===== src/rtl/alu_pipe.sv =====
// alu_pipe: handshaked N-bit ALU with registered result and flags.
// RMUL iterates a radix-2 Booth multiplier for N cycles.
module alu_pipe #(
  parameter int N        = 8,
  parameter bit MUL_FRAC = 1'b1,
  parameter bit SAT      = 1'b0
) (
  input  logic         clk,
  input  logic         reset,
  input  logic         in_valid,
  output logic         in_ready,
  input  logic [N-1:0] a,
  input  logic [N-1:0] b,
  input  logic [2:0]   func,
  output logic         out_valid,
  input  logic         out_ready,
  output logic [N-1:0] result,
  output logic         ZF,
  output logic         NF,
  output logic         CF,
  output logic         VF,
  output logic         busy
);

  localparam logic [2:0] RA   = 3'd0;
  localparam logic [2:0] RB   = 3'd1;
  localparam logic [2:0] RADD = 3'd2;
  localparam logic [2:0] RSUB = 3'd3;
  localparam logic [2:0] RAND = 3'd4;
  localparam logic [2:0] ROR  = 3'd5;
  localparam logic [2:0] RXOR = 3'd6;
  localparam logic [2:0] RMUL = 3'd7;

  localparam int CW = $clog2(N);
  localparam int AW = 2 * N + 2;

  localparam logic [CW-1:0] LAST = CW'(N - 1);
  localparam logic [N-1:0] MAXV = {1'b0, {(N-1){1'b1}}};
  localparam logic [N-1:0] MINV = {1'b1, {(N-1){1'b0}}};

  typedef enum logic {
    IDLE,
    MUL
  } state_t;

  state_t state, state_nx;

  logic [CW-1:0] count, count_nx;
  logic [AW-1:0] acc, acc_nx, acc_step;
  logic [N-1:0]  mcand, mcand_nx;
  logic [N:0]    mext, hi_sum;
  logic          mul_done;

  logic          accept;

  logic          sub;
  logic [N-1:0]  bb;
  logic [N:0]    sum;
  logic          add_ovf;
  logic [N-1:0]  alu_res;
  logic          alu_cf, alu_vf;

  logic [2*N-1:0] prod;
  logic [N-1:0]   mul_res;
  logic           mul_vf;

  logic          wr;
  logic [N-1:0]  wr_res;
  logic          wr_cf, wr_vf;

  assign busy     = (state == MUL);
  assign in_ready = (state == IDLE) && (!out_valid || out_ready);
  assign accept   = in_valid && in_ready;

  // Shared adder plus single-cycle op decode.
  always_comb begin
    sub     = (func == RSUB);
    bb      = sub ? ~b : b;
    sum     = {1'b0, a} + {1'b0, bb} + {{N{1'b0}}, sub};
    add_ovf = (a[N-1] == bb[N-1]) && (sum[N-1] != a[N-1]);
    alu_res = '0;
    alu_cf  = 1'b0;
    alu_vf  = 1'b0;
    unique case (func)
      RA:   alu_res = a;
      RB:   alu_res = b;
      RADD,
      RSUB: begin
        alu_res = sum[N-1:0];
        alu_cf  = sum[N];
        alu_vf  = add_ovf;
        if (SAT && add_ovf)
          alu_res = a[N-1] ? MINV : MAXV;
      end
      RAND: alu_res = a & b;
      ROR:  alu_res = a | b;
      RXOR: alu_res = a ^ b;
      RMUL: alu_res = '0;
    endcase
  end

  // One Booth step: add/sub multiplicand on the high part, then shift.
  // High part has a guard bit so (-2^(N-1))^2 cannot wrap.
  always_comb begin
    mext   = {mcand[N-1], mcand};
    hi_sum = acc[AW-1:N+1];
    case (acc[1:0])
      2'b01:   hi_sum = acc[AW-1:N+1] + mext;
      2'b10:   hi_sum = acc[AW-1:N+1] - mext;
      default: hi_sum = acc[AW-1:N+1];
    endcase
    acc_step = {hi_sum[N], hi_sum, acc[N:1]};
  end

  // Product slice, overflow and optional saturation.
  always_comb begin
    prod = acc_step[2*N:1];
    if (MUL_FRAC) begin
      mul_res = prod[2*N-2:N-1];
      mul_vf  = prod[2*N-1] != prod[2*N-2];
    end else begin
      mul_res = prod[N-1:0];
      mul_vf  = prod[2*N-1:N-1] != {(N+1){prod[N-1]}};
    end
    if (SAT && mul_vf)
      mul_res = prod[2*N-1] ? MINV : MAXV;
  end

  // FSM next state and multiplier datapath.
  always_comb begin
    state_nx = state;
    count_nx = count;
    acc_nx   = acc;
    mcand_nx = mcand;
    mul_done = 1'b0;
    unique case (state)
      IDLE: begin
        if (accept && func == RMUL) begin
          acc_nx   = {{(N+1){1'b0}}, b, 1'b0};
          mcand_nx = a;
          count_nx = '0;
          state_nx = MUL;
        end
      end
      MUL: begin
        acc_nx   = acc_step;
        count_nx = count + 1'b1;
        if (count == LAST) begin
          mul_done = 1'b1;
          state_nx = IDLE;
        end
      end
    endcase
  end

  // FSM state and multiplier registers.
  always_ff @(posedge clk) begin
    if (reset) begin
      state <= IDLE;
      count <= '0;
      acc   <= '0;
      mcand <= '0;
    end else begin
      state <= state_nx;
      count <= count_nx;
      acc   <= acc_nx;
      mcand <= mcand_nx;
    end
  end

  // Select which source writes the output register.
  always_comb begin
    wr     = mul_done || (accept && func != RMUL);
    wr_res = mul_done ? mul_res : alu_res;
    wr_cf  = mul_done ? 1'b0 : alu_cf;
    wr_vf  = mul_done ? mul_vf : alu_vf;
  end

  // Output register; holds while the consumer stalls.
  always_ff @(posedge clk) begin
    if (reset) begin
      out_valid <= 1'b0;
      result    <= '0;
      ZF        <= 1'b1;
      NF        <= 1'b0;
      CF        <= 1'b0;
      VF        <= 1'b0;
    end else begin
      out_valid <= wr || (out_valid && !out_ready);
      if (wr) begin
        result <= wr_res;
        ZF     <= (wr_res == '0);
        NF     <= wr_res[N-1];
        CF     <= wr_cf;
        VF     <= wr_vf;
      end
    end
  end

endmodule


===== config.mk =====
export PLATFORM = sky130hd
export DESIGN_NAME = alu_pipe
export DESIGN_NICKNAME = d
export VERILOG_FILES = /design/src/rtl/alu_pipe.sv
export SDC_FILE = /design/constraint.sdc
export NUM_CORES = 1
export LEC_CHECK = 0
export CORE_MARGIN = 5
export CORE_UTILIZATION = 58
export DETAILED_ROUTE_END_ITERATION = 6
export DONT_BUFFER_PORTS = 1
export MAX_ROUTING_LAYER = met4
export PLACE_DENSITY = 0.8
export REMOVE_ABC_BUFFERS = 1
export SYNTH_ARGS = -nofsm -noshare
export SYNTH_HDL_FRONTEND = slang
export SYNTH_SLANG_ARGS = --single-unit

===== constraint.sdc =====
create_clock -name clk -period 3.28 [get_ports clk]
set_input_delay 0 -clock clk [delete_from_list [all_inputs] [get_ports clk]]
set_output_delay 0 -clock clk [all_outputs]
set_load 0.02 [all_outputs]

## Word-level counts from Yosys, hierarchy flattened

Index checks and enable logic that the tools add are counted.

- Bits in registers: 43
- Output and inout bits: 15
- Input port bits: 23

- Reduce and logical (&&, ||, !) cells: 15
- Muxes and demuxes: 17
- Equal/unequal tests: 15
- Bitwise operators: 5
- Add/subtract/negate cells: 5

Operators by type and width:

| kind | count |
|---|---|
| case mux 8 bit (7 select lines) | 1 |
| case mux 18 bit (2 select lines) | 1 |
| two-way mux 18 bit | 1 |
| case mux 9 bit (2 select lines) | 1 |
| two-way mux 8 bit | 2 |
| == test 3 bit (second input constant) | 5 |
| adder 8 x 8 -> 9 bit | 1 |
| adder 9 x 1 -> 9 bit | 1 |
| adder 9 bit | 1 |
| subtractor 9 bit | 1 |
| AND 8 bit | 1 |
| zero test 8 bit | 1 |
| two-way mux 1 bit | 8 |
| inverter 8 bit | 1 |
| OR 8 bit | 1 |
| XOR 8 bit | 1 |
| == test 3 x 2 -> 1 bit (second input constant) | 2 |
| logical AND 1 bit | 6 |
| case mux 3 bit (2 select lines) | 1 |
| adder 3 x 1 -> 3 bit (second input constant) | 1 |
| == test 3 x 1 -> 1 bit (second input constant) | 1 |
| zero test 3 bit | 1 |
| logical OR 1 bit | 3 |
| two-way mux 3 bit | 1 |
| other kinds (11) | 13 |

## Longest topological paths before layout

- Word-level depth: 8
- Depth in mapped cells: 13
- Mapped depth without buffers: 12

## Least setup slack after synthesis

OpenSTA, ideal clock, no wires.

- Path kind: register to register
- From: reg acc[0]
- To: reg VF
- Path buffers: 1
- Path slack: 0.203 ns
- Arrival: 3.003 ns
- Cell stages (with the launch flop): 14
- Library setup time: 0.074 ns
- Required time: 3.206 ns
- Cells stage by stage: dfxtp_1 -> inv_1 -> ha_1 -> clkbuf_1 -> mux2_2 -> inv_1 -> ha_1 -> nor2b_1 -> o31a_1 -> o211a_1 -> o21a_1 -> or4_1 -> mux2_2 -> a31oi_2

- Cells in the longest elaborated chain, start to end: 4

RTL lines:

| element | RTL line | RTL |
|---|---|---|
| start: declaration | 49 | `logic [AW-1:0] acc, acc_nx, acc_step;` |
| start signal: assignment | 166 | `acc <= acc_nx;` |
| == test 2 bit or == test 2 x 1 -> 1 bit (tied branches) | 107 | `case (acc[1:0])` |
| case mux 9 bit (2 select lines) (*) | 107 |  |
| inequality test 1 bit (*) | 120 | `mul_vf = prod[2*N-1] != prod[2*N-2];` |
| two-way mux 1 bit (*) | 176 | `wr_vf = mul_done ? mul_vf : alu_vf;` |
| end signal: assignment | 195 | `VF <= wr_vf;` |
| end: declaration | 21 | `output logic VF,` |

Mark *: on every way between the ends. The rest lies on a longest branch, timed or not.
A chain may end at the register's enable or synchronous reset.

## Final worst setup path

- From: reg mcand[0]
- To: reg VF

- Cells in the longest elaborated chain, start to end: 4

RTL lines:

| element | RTL line | RTL |
|---|---|---|
| start: declaration | 50 | `logic [N-1:0] mcand, mcand_nx;` |
| start signal: assignment | 167 | `mcand <= mcand_nx;` |
| subtractor 9 bit or adder 9 bit (tied branches) | 109, 108 |  |
| case mux 9 bit (2 select lines) (*) | 107 |  |
| inequality test 1 bit (*) | 120 |  |
| two-way mux 1 bit (*) | 176 |  |

Marked as above.

==> out/results.tsv <==
stage	metric	value	unit
worst_setup_path	Setup CP Type	reg -> reg	
clocking	CTS Buf Count	5	
sta	Pins Over Slew Limit	0	
place	Placer Congestion	0.9178	
yosys	Post-Syn Area	3453	um^2
clocking	clk sink count	41	
clocking	deepest clock path buffer count	2	
yosys	ys flop type	dfxtp_1	
sta	relative slew slack	61.33	%
worst_setup_path	Worst setup EP type	flip-flop	
clocking	CTS tree	yes	
route	Initial DRC Count	264	
place	placed insts	510	
yosys	Seq/Total Area, Yosys	23.77	%
power_and_ir_drop	pwr dens	342.1	nW/um^2
cells_and_area	sequential cell area	823.3	um^2
route	DR WL/cell	16.37	um
yosys	asr flop ratio synth	0	%
worst_setup_path	reg2reg end	VF	
cells_and_area	final core utilization	65.10	%
sta	clk_skew	0.007805	ns
yosys	count of different cell masters after synthesis	59	
yosys	flops & latches, synth	41	
cells_and_area	fill count	513	
worst_hold_path	HP Start	b[7]	
cells_and_area	Non-Filler Instances	537	
yosys	Post-synth EDFFs	0	
power_and_ir_drop	leak pwr	1.540	nW
worst_hold_path	Hold Path Sink	acc[8]	
global_route	largest net degree at the start of global routing	43	
clocking	Clock Latency Late Sink	0.29	ns
cells_and_area	commonest non-fill, non-tap cell in the layout	nand2_1	
sta	crit path time final	3.117	ns
yosys	Yosys warnings	0	
clocking	clk slew on worst S/H paths	0.08	ns
place	placed wire-length estimate	6400	um
sta	unrepaired setup endpoints after global routing	false	
worst_setup_path	Setup crit start kind	flip-flop	
global_route	total gr overflow	0	
die	placeable core area	5851	um^2
die	FP Rows	28	
global_route	initial antenna violation count	0	
die	I/O pins	38	
cells_and_area	Layout area overhead	10.29	%
place	pre-CTS setup slack	0.1351	ns
sta	Final Hold Violating Endpoints	0	
worst_setup_path	worst-case reg-to-reg path depth	12	
sta	final setup margin	0.1626	ns
worst_hold_path	HP Class	in -> reg	
place	# port buffers	0	
worst_setup_path	worst-path fanout max	5	
worst_setup_path	Worst R2R Setup Slack	0.16	ns
route	Vias/cell	6.244	
power_and_ir_drop	maximum VDD drop	307.5	uV
worst_setup_path	Crit path required time	3.51	ns
route	# DRC	0	
cells_and_area	commonest non-fill, non-tap cells in the layout	nand2_1 (59), dfxtp_1 (39), a21oi_1 (39), nor2_1 (37), ha_1 (36)	
route	1st-pass router iterations	5	
global_route	all-layer global routing usage	24.92	%
worst_setup_path	Worst Path Arrival	3.34	ns
sta	Setup-failing EPs final	0	
clocking	Root Driver	clkbuf_8	
flow_run	max-cap viol count	0	
worst_hold_path	WHS Path Cells	2	
route	antenna viol nets, final	0	
die	Chip Width	87.16	um
yosys	Gate Count Post-Synth	454	
route	vias	3353	
sta	hold slack final	0.009261	ns
die	DIE HEIGHT	87.16	um
worst_setup_path	r2r startpoint	mcand[0]	
route	final WL	8793	um
sta	Final TNS setup	0	ns
cells_and_area	multi-input logic area	2394	um^2
clocking	H-tree depth reported by CTS	2	
die	Die ar.	7597	um^2
global_route	vias in the first global route	3148	
cells_and_area	ANT cells	0	
die	initial core utilization	59.02	%
sta	Tcrit/Tclk final	95.04	%
yosys	Avg Inst Size Synth	7.606	um^2
sta	Slew @ Worst Pin	0.5792	ns
global_route	first-pass GRT wire length	14800	um
sta	Max Fclk	320.8	MHz
cells_and_area	final net count	523	
outcome	outcome	completed	
clocking	post-CTS setup buffer count	0	
cells_and_area	share of layout cells above drive strength 1	6.710	%
[sequential cells by signal, indices dropped and copies added, names as in the netlist]
register and count:
CF 1, ZF 1, mcand 8, acc 17, VF 1, out_valid 1
count 3, result 8, busy 1
[synthesized netlist by cell type, types with 4 or more instances]
cell type	number	area (um^2)
o21ai_0	17	85.08
and3_1	6	37.54
a21oi_1	39	195.2
o31ai_1	4	30.03
o21a_1	8	60.06
buf_2	6	30.03
inv_1	34	127.6
nor2_1	37	138.9
mux2_2	4	45.04
nor2b_1	5	31.28
nand3_1	5	25.02
xnor2_1	16	140.1
nand2_1	59	221.5
clkbuf_1	17	63.81
a211oi_1	11	82.58
a31oi_1	10	62.56
nor3b_1	5	37.54
ha_1	36	450.4
nor3_1	13	65.06
nand2b_1	5	31.28
or3_1	6	37.54
dfxtp_1	41	820.8
a21o_1	8	60.06
[report_power, final]
part | leakage (nW) | internal, W | total (W) | switching, W
logic | 1.15 | 0.000175 | 0.000366 | 0.000191
registers | 0.334 | 0.000515 | 0.000545 | 0.0000300
clock network | 0.0540 | 0.000221 | 0.000392 | 0.000171
total | 1.54 | 0.000912 | 0.00130 | 0.000391
[worst max-delay path by stage]
stage | startpoint | end | slack (ns) | cells after the start
floorplan | acc[0] | VF | 0.30 | 12
global placement | mcand[0] | VF | 0.24 | 12
detailed placement | mcand[0] | VF | 0.14 | 12
CTS | mcand[0] | VF | 0.10 | 12
global route | mcand[0] | VF | 0.01 | 12
finish | mcand[0] | VF | 0.16 | 12
[layout make-up]
| type | instances | area share (%) |
|---|---|---|
| repair buffers | 27 | 6.899 |
| flip-flops and latches | 41 | 21.62 |
| well taps | 75 | 2.464 |
| inverters | 35 | 3.449 |
| clock inverters | 2 | 0.9198 |
| multi-input cells | 352 | 62.85 |
| clock buffers | 5 | 1.807 |
[timing repair]
action,CTS,global route
resized for setup,0,3
hold endpoints to repair,41,0
hold buffers,20,0
endpoints found under the setup margin,0,3
[metrics by stage]
stage          total power, W  area [um^2]
2_1_floorplan       0.0008190         3344
3_3_place_gp        0.0008721         3491
3_5_place_dp        0.0008836         3491
4_1_cts              0.001302         3805
5_1_grt              0.001375         3809
6_report             0.001303         3809
[critical path: stages (launching register included)]
cell and delay [ns]:
dfxtp_2 0.38, inv_1 0.07, ha_1 0.28, mux2_2 0.30, inv_1 0.06, ha_1 0.21, nor2b_1 0.15, o31a_1 0.27
o211a_1 0.25, o21a_1 0.19, or4_1 0.46, mux2_2 0.28, a31oi_2 0.15
[routing by layer]
metal | routed length, um | GRT usage [%]
met4 | 299 | 9.344
met1 | 3829 | 31.41
met3 | 588 | 4.541
met2 | 4076 | 39.75
met5 | 0 | -
[logic make-up (layout without fill, tap and decap cells)]
family / after synthesis / in the layout / share of synthesized area, %
AND/OR/NAND/NOR: 158 / 158 / 21.70
XOR/XNOR: 19 / 19 / 5.217
adder cells (fa/ha/maj): 38 / 38 / 14.20
multiplexers: 9 / 9 / 3.478
flip-flops: 41 / 41 / 23.77
buffers and inverters: 61 / 69 / 6.957
AO/OA/AOI/OAI: 128 / 128 / 24.67
(Power assumes the default switching activity.)
